<file path="src/rtl/hamming_merge2.sv">
// Ordered two-way merge for the Hamming dataflow network.
// Pulls one head word from each of two upstream FIFOs, emits the smaller one
// downstream, and collapses equal heads into a single output word.
//
// state   | meaning
// --------+-----------------------------------------------------------
// FILL    | fetch a head from every side whose head register is empty
// COMPARE | both heads valid; latch min(a_head, b_head) and the selection
// PUT     | offer the latched word downstream until it is accepted
//
// All handshake outputs are registered. Their next value comes from the
// next state, so a request drops on the same edge that completes it. The
// out request and the get requests can never be high in the same cycle.
module hamming_merge2 #(
    parameter int WORD_SIZE = 16
) (
    input  logic                 clock,
    input  logic                 clear_n,
    output logic                 a_get_req,
    input  logic                 a_get_ack,
    input  logic [WORD_SIZE-1:0] a_get_value,
    output logic                 b_get_req,
    input  logic                 b_get_ack,
    input  logic [WORD_SIZE-1:0] b_get_value,
    output logic                 out_put_req,
    input  logic                 out_put_ack,
    output logic [WORD_SIZE-1:0] out_put_value,
    output logic [15:0]          dup_count,
    output logic                 order_error
);

    typedef enum logic [1:0] {
        FILL    = 2'd0,
        COMPARE = 2'd1,
        PUT     = 2'd2
    } state_t;

    state_t               state_q, state_d;

    logic [WORD_SIZE-1:0] a_head_q, a_head_d;
    logic                 a_valid_q, a_valid_d;
    logic [WORD_SIZE-1:0] a_last_q, a_last_d;
    logic                 a_seen_q, a_seen_d;

    logic [WORD_SIZE-1:0] b_head_q, b_head_d;
    logic                 b_valid_q, b_valid_d;
    logic [WORD_SIZE-1:0] b_last_q, b_last_d;
    logic                 b_seen_q, b_seen_d;

    logic [WORD_SIZE-1:0] out_value_q, out_value_d;
    logic                 sel_a_q, sel_a_d;
    logic                 sel_b_q, sel_b_d;
    logic [15:0]          dup_q, dup_d;
    logic                 err_q, err_d;

    logic                 a_req_q, a_req_d;
    logic                 b_req_q, b_req_d;
    logic                 out_req_q, out_req_d;

    logic                 a_fire;
    logic                 b_fire;
    logic                 out_fire;

    assign a_fire   = a_req_q & a_get_ack;
    assign b_fire   = b_req_q & b_get_ack;
    assign out_fire = out_req_q & out_put_ack;

    // State register and all datapath/handshake registers, synchronous clear.
    always_ff @(posedge clock) begin
        if (!clear_n) begin
            state_q     <= FILL;
            a_head_q    <= '0;
            a_valid_q   <= 1'b0;
            a_last_q    <= '0;
            a_seen_q    <= 1'b0;
            b_head_q    <= '0;
            b_valid_q   <= 1'b0;
            b_last_q    <= '0;
            b_seen_q    <= 1'b0;
            out_value_q <= '0;
            sel_a_q     <= 1'b0;
            sel_b_q     <= 1'b0;
            dup_q       <= '0;
            err_q       <= 1'b0;
            a_req_q     <= 1'b0;
            b_req_q     <= 1'b0;
            out_req_q   <= 1'b0;
        end else begin
            state_q     <= state_d;
            a_head_q    <= a_head_d;
            a_valid_q   <= a_valid_d;
            a_last_q    <= a_last_d;
            a_seen_q    <= a_seen_d;
            b_head_q    <= b_head_d;
            b_valid_q   <= b_valid_d;
            b_last_q    <= b_last_d;
            b_seen_q    <= b_seen_d;
            out_value_q <= out_value_d;
            sel_a_q     <= sel_a_d;
            sel_b_q     <= sel_b_d;
            dup_q       <= dup_d;
            err_q       <= err_d;
            a_req_q     <= a_req_d;
            b_req_q     <= b_req_d;
            out_req_q   <= out_req_d;
        end
    end

    // Next-state logic.
    always_comb begin
        state_d = state_q;
        case (state_q)
            FILL:    if (a_valid_q && b_valid_q) state_d = COMPARE;
            COMPARE: state_d = PUT;
            PUT:     if (out_fire) state_d = FILL;
            default: state_d = FILL;
        endcase
    end

    // Head capture, order check, compare/select and consume on accept.
    always_comb begin
        a_head_d    = a_head_q;
        a_valid_d   = a_valid_q;
        a_last_d    = a_last_q;
        a_seen_d    = a_seen_q;
        b_head_d    = b_head_q;
        b_valid_d   = b_valid_q;
        b_last_d    = b_last_q;
        b_seen_d    = b_seen_q;
        out_value_d = out_value_q;
        sel_a_d     = sel_a_q;
        sel_b_d     = sel_b_q;
        dup_d       = dup_q;
        err_d       = err_q;

        if (a_fire) begin
            a_head_d  = a_get_value;
            a_valid_d = 1'b1;
            a_last_d  = a_get_value;
            a_seen_d  = 1'b1;
            if (a_seen_q && (a_get_value <= a_last_q)) err_d = 1'b1;
        end
        if (b_fire) begin
            b_head_d  = b_get_value;
            b_valid_d = 1'b1;
            b_last_d  = b_get_value;
            b_seen_d  = 1'b1;
            if (b_seen_q && (b_get_value <= b_last_q)) err_d = 1'b1;
        end

        if (state_q == COMPARE) begin
            sel_a_d     = (a_head_q <= b_head_q);
            sel_b_d     = (b_head_q <= a_head_q);
            out_value_d = (a_head_q <= b_head_q) ? a_head_q : b_head_q;
        end

        if ((state_q == PUT) && out_fire) begin
            if (sel_a_q) a_valid_d = 1'b0;
            if (sel_b_q) b_valid_d = 1'b0;
            if (sel_a_q && sel_b_q) dup_d = dup_q + 16'd1;
        end
    end

    // Registered handshake requests derived from where the FSM is heading.
    always_comb begin
        a_req_d   = (state_d == FILL) && !a_valid_d;
        b_req_d   = (state_d == FILL) && !b_valid_d;
        out_req_d = (state_d == PUT);
    end

    assign a_get_req     = a_req_q;
    assign b_get_req     = b_req_q;
    assign out_put_req   = out_req_q;
    assign out_put_value = out_value_q;
    assign dup_count     = dup_q;
    assign order_error   = err_q;

endmodule

</file>
<file path="config.mk">
export PLATFORM = sky130hd
export DESIGN_NAME = hamming_merge2
export DESIGN_NICKNAME = d
export VERILOG_FILES = /design/src/rtl/hamming_merge2.sv
export SDC_FILE = /design/constraint.sdc
export NUM_CORES = 1
export LEC_CHECK = 0
export ABC_CLOCK_PERIOD_IN_PS = 2400
export CAP_MARGIN = 20
export CORE_MARGIN = 4
export CORE_UTILIZATION = 48
export DETAILED_ROUTE_END_ITERATION = 8
export GPL_TIMING_DRIVEN = 0
export MAX_ROUTING_LAYER = met4
export PLACE_DENSITY = 0.76
export SLEW_MARGIN = 0
export SYNTH_ARGS = -nofsm -noshare
export SYNTH_HDL_FRONTEND = slang
export SYNTH_SLANG_ARGS = --single-unit
</file>
<file path="constraint.sdc">
create_clock -name clock -period 2.4 [get_ports clock]
set_input_delay 0.36 -clock clock [delete_from_list [all_inputs] [get_ports clock]]
set_output_delay 0.36 -clock clock [all_outputs]
set_load 0.01 [all_outputs]
</file>
==> impl_metrics.ini <==
[global_routing]
antenna_found_initial = 0
grt_first_pass_wirelength_um = 17480
grt_pass1_vias = 3820
grt_usage_pct = 22.49
grt_max_degree = 17
grt_overflow_total = 0

[placed_design]
place_congestion = 0.9032
io_buffers = 71
hpwl_um = 8233
place_area_mm2 = 0.004902

[die]
die_h_um = 99.97
die-area_mm2 = 0.009994
coreArea_mm2 = 0.008217
die_w_um = 99.97
io_pins = 73
rows = 33
initial_core_util_pct = 49.41

[hold_path]
min-delay-start = clear_n
hp-class = in2reg

[timing]
finalCritPeriodShare_pct = 104.1
worstMarginPinSlew_ps = 648.4
fin_crit_ps = 2497
hold_viol_final = 0
skew_ps = 10.25
slew_violations = 0
rsz0062_at_grt = true
slew_headroom_pct = 56.77
setup_ws_ps = -97.21
setup_viol = 15
clock.fmax_mhz = 400.4

[setup_path]
path_class = reg2reg
crit_arrival_ps = 2780
path_max_fanout = 5
critPathLaunch = b_last_q[10]
reg2reg_from = b_last_q[10]
crit_path_end_kind = register
cp.required_ps = 2680
start_kind = register

[drt]
wire_per_inst_um = 15.57
drc = 0
vias_per_cell = 5.575
drtIter0Drc = 341
ant_nets = 0
dr.pass1.iters = 5
wl_um = 11040
via_count = 3953

[clocking]
cts_tree = done
holdBufCountCts = 0
htree_levels = 3
cts_buffers = 9
cts_buffer_depth = 2
cts-root-buf = clkbuf_8
insertion_delay_ps = 360
cts_sinks = 76
clk_pin_slew_ps = 90

[synth]
seq_area_frac_synth_pct = 37.47
synthTopCellsByCount = nand2_1, dfxtp_1, a21oi_1
yosys_most_used_dff = dfxtp_1
syn_area_mm2 = 0.004060
synthTopCellsByArea = dfxtp_1, ha_1, nand2_1
yosysMostFrequentCell = nand2_1
synth_top_area_share_pct = 37.47
ys_ff_latch = 76
synth-edff-count = 0
syn_area_per_cell_um2 = 8.040
yosysTopAreaCell = dfxtp_1
yosysWarnings = 0
ys_types = 39
syn_nets = 591
postSynth.asyncResetShare_pct = 0
syn_inst = 505

[cells_and_area]
final_layout_size_suffix_gt1_share_pct = 9.603
final-seq-area_mm2 = 0.001531
multi_input_area_mm2 = 0.002392
final_area_mm2 = 0.005299
nets = 685
fillers = 686
diodes = 0
area_growth_pct = 30.51
final_core_util_pct = 64.49

[run_status]
violations = setup timing
status = finished, violations left

[pwr]
peakVddDrop_uv = 322.8
power_frac_clock_pct = 31.2
seqPwrFrac_pct = 44.1
p_comb_share_pct = 24.6
p_int_mw = 2.060
p_leak_nw = 1.974
pwr_density_cell_mw_per_mm2 = 574.8
sw_frac_of_total_pct = 32.37
power_switching_mw = 0.9859

[job]
maxCapViolCount = 0
## per-stage QoR
| step | worst slack [ps] | setup TNS (ps) | power, mW | std cells | hold WS, ps |
|---|---|---|---|---|---|
| after floorplan | 55.28 | 0 | 1.714 | 505 | 436.3 |
| after global placement | -266.0 | -3102 | 1.912 | 681 | 442.1 |
| after detailed placement | -275.3 | -3938 | 1.935 | 681 | 448.3 |
| after CTS | -38.13 | -147.7 | 2.975 | 707 | 407.7 |
| after global routing | -192.9 | -2576 | 3.179 | 709 | 436.1 |
| final | -97.21 | -1021 | 3.046 | 709 | 417.8 |
## cell usage in the layout, fill, tap and decap left out, types with 8 or more instances in the layout
cell type | netlist | layout
dfxtp_1 | 76 | 68
clkbuf_1 | 22 | 19
or3_1 | 15 | 14
a31oi_1 | 18 | 18
xor2_1 | 8 | 8
nand4_1 | 10 | 10
buf_4 | 0 | 11
nor2_1 | 30 | 28
clkbuf_8 | 0 | 9
dfxtp_2 | 0 | 8
o21ai_0 | 41 | 39
a21oi_1 | 51 | 50
nand3_1 | 10 | 10
clkdlybuf4s50_1 | 0 | 71
ha_1 | 49 | 45
inv_1 | 34 | 30
nand2_1 | 78 | 78
## routing by layer
layer  GRT usage, %  routed length (µm)
met5              -                   0
met3          3.753                 879
met1          27.57                4729
met2          36.99                5180
met4          9.016                 248
## final cells by class
cell class              count  share of cell area [%]
clock buffers               9                   2.338
multi-input cells         370                   45.15
flip-flops and latches     76                   28.90
plain buffers              24                   2.196
well taps                 105                   2.479
repair buffers             83                   15.18
clock inverters             7                   1.228
inverters                  35                   2.527
## registers in the layout, indices dropped and copies added, names as in the netlist
register and cells:
sel_a_q 1, a_valid_q 1, sel_b_q 1, b_last_q 16
out_put_req 1, a_seen_q 1, b_seen_q 1, dup_count 16
a_get_req 1, state_q 2, a_last_q 16, b_get_req 1
out_put_value 16, order_error 1, b_valid_q 1
## final timing paths
kind / end / slack, ps / depth (start not counted)
worst min register to register: b_last_q[6] / 460 / 2
worst max register to register: out_put_value[10] / -100 / 9
worst max-delay path: out_put_value[10] / -100 / 9
worst min-delay path: state_q[0] / 420 / 3
## repair_timing
item / CTS / global route
endpoints found under the hold margin: 0 / 0
buffers inserted: 9 / 2
pin swaps: 14 / 18
cloned: 1 / 0
setup endpoints to repair: 17 / 22
resized for setup: 21 / 18
## cells by family after synthesis
group           share of synthesized area, %
fa+ha+maj                              15.10
compound gates                         17.57
simple gates                           20.62
mux                                   0.4931
buf+inv                                5.516
flops                                  37.47
xor+xnor                               3.236
## critical path, stage by stage, from the launching register on
cell	delay (ps)
dfxtp_2	360
inv_4	50
ha_4	250
nand4_1	130
or4_4	580
a21o_1	190
and4_4	190
buf_8	140
or3_1	350
a31oi_1	180
## power groups by stage
stage / Sequential (mW) / Combinational, mW / Clock (mW)
after floorplan: 1.36 / 0.354 / 0
after global placement: 1.37 / 0.546 / 0
after detailed placement: 1.37 / 0.567 / 0
after CTS: 1.34 / 0.672 / 0.961
after global routing: 1.35 / 0.823 / 1.01
final: 1.34 / 0.750 / 0.951
Note: power is estimated with default switching activity, not from simulation.
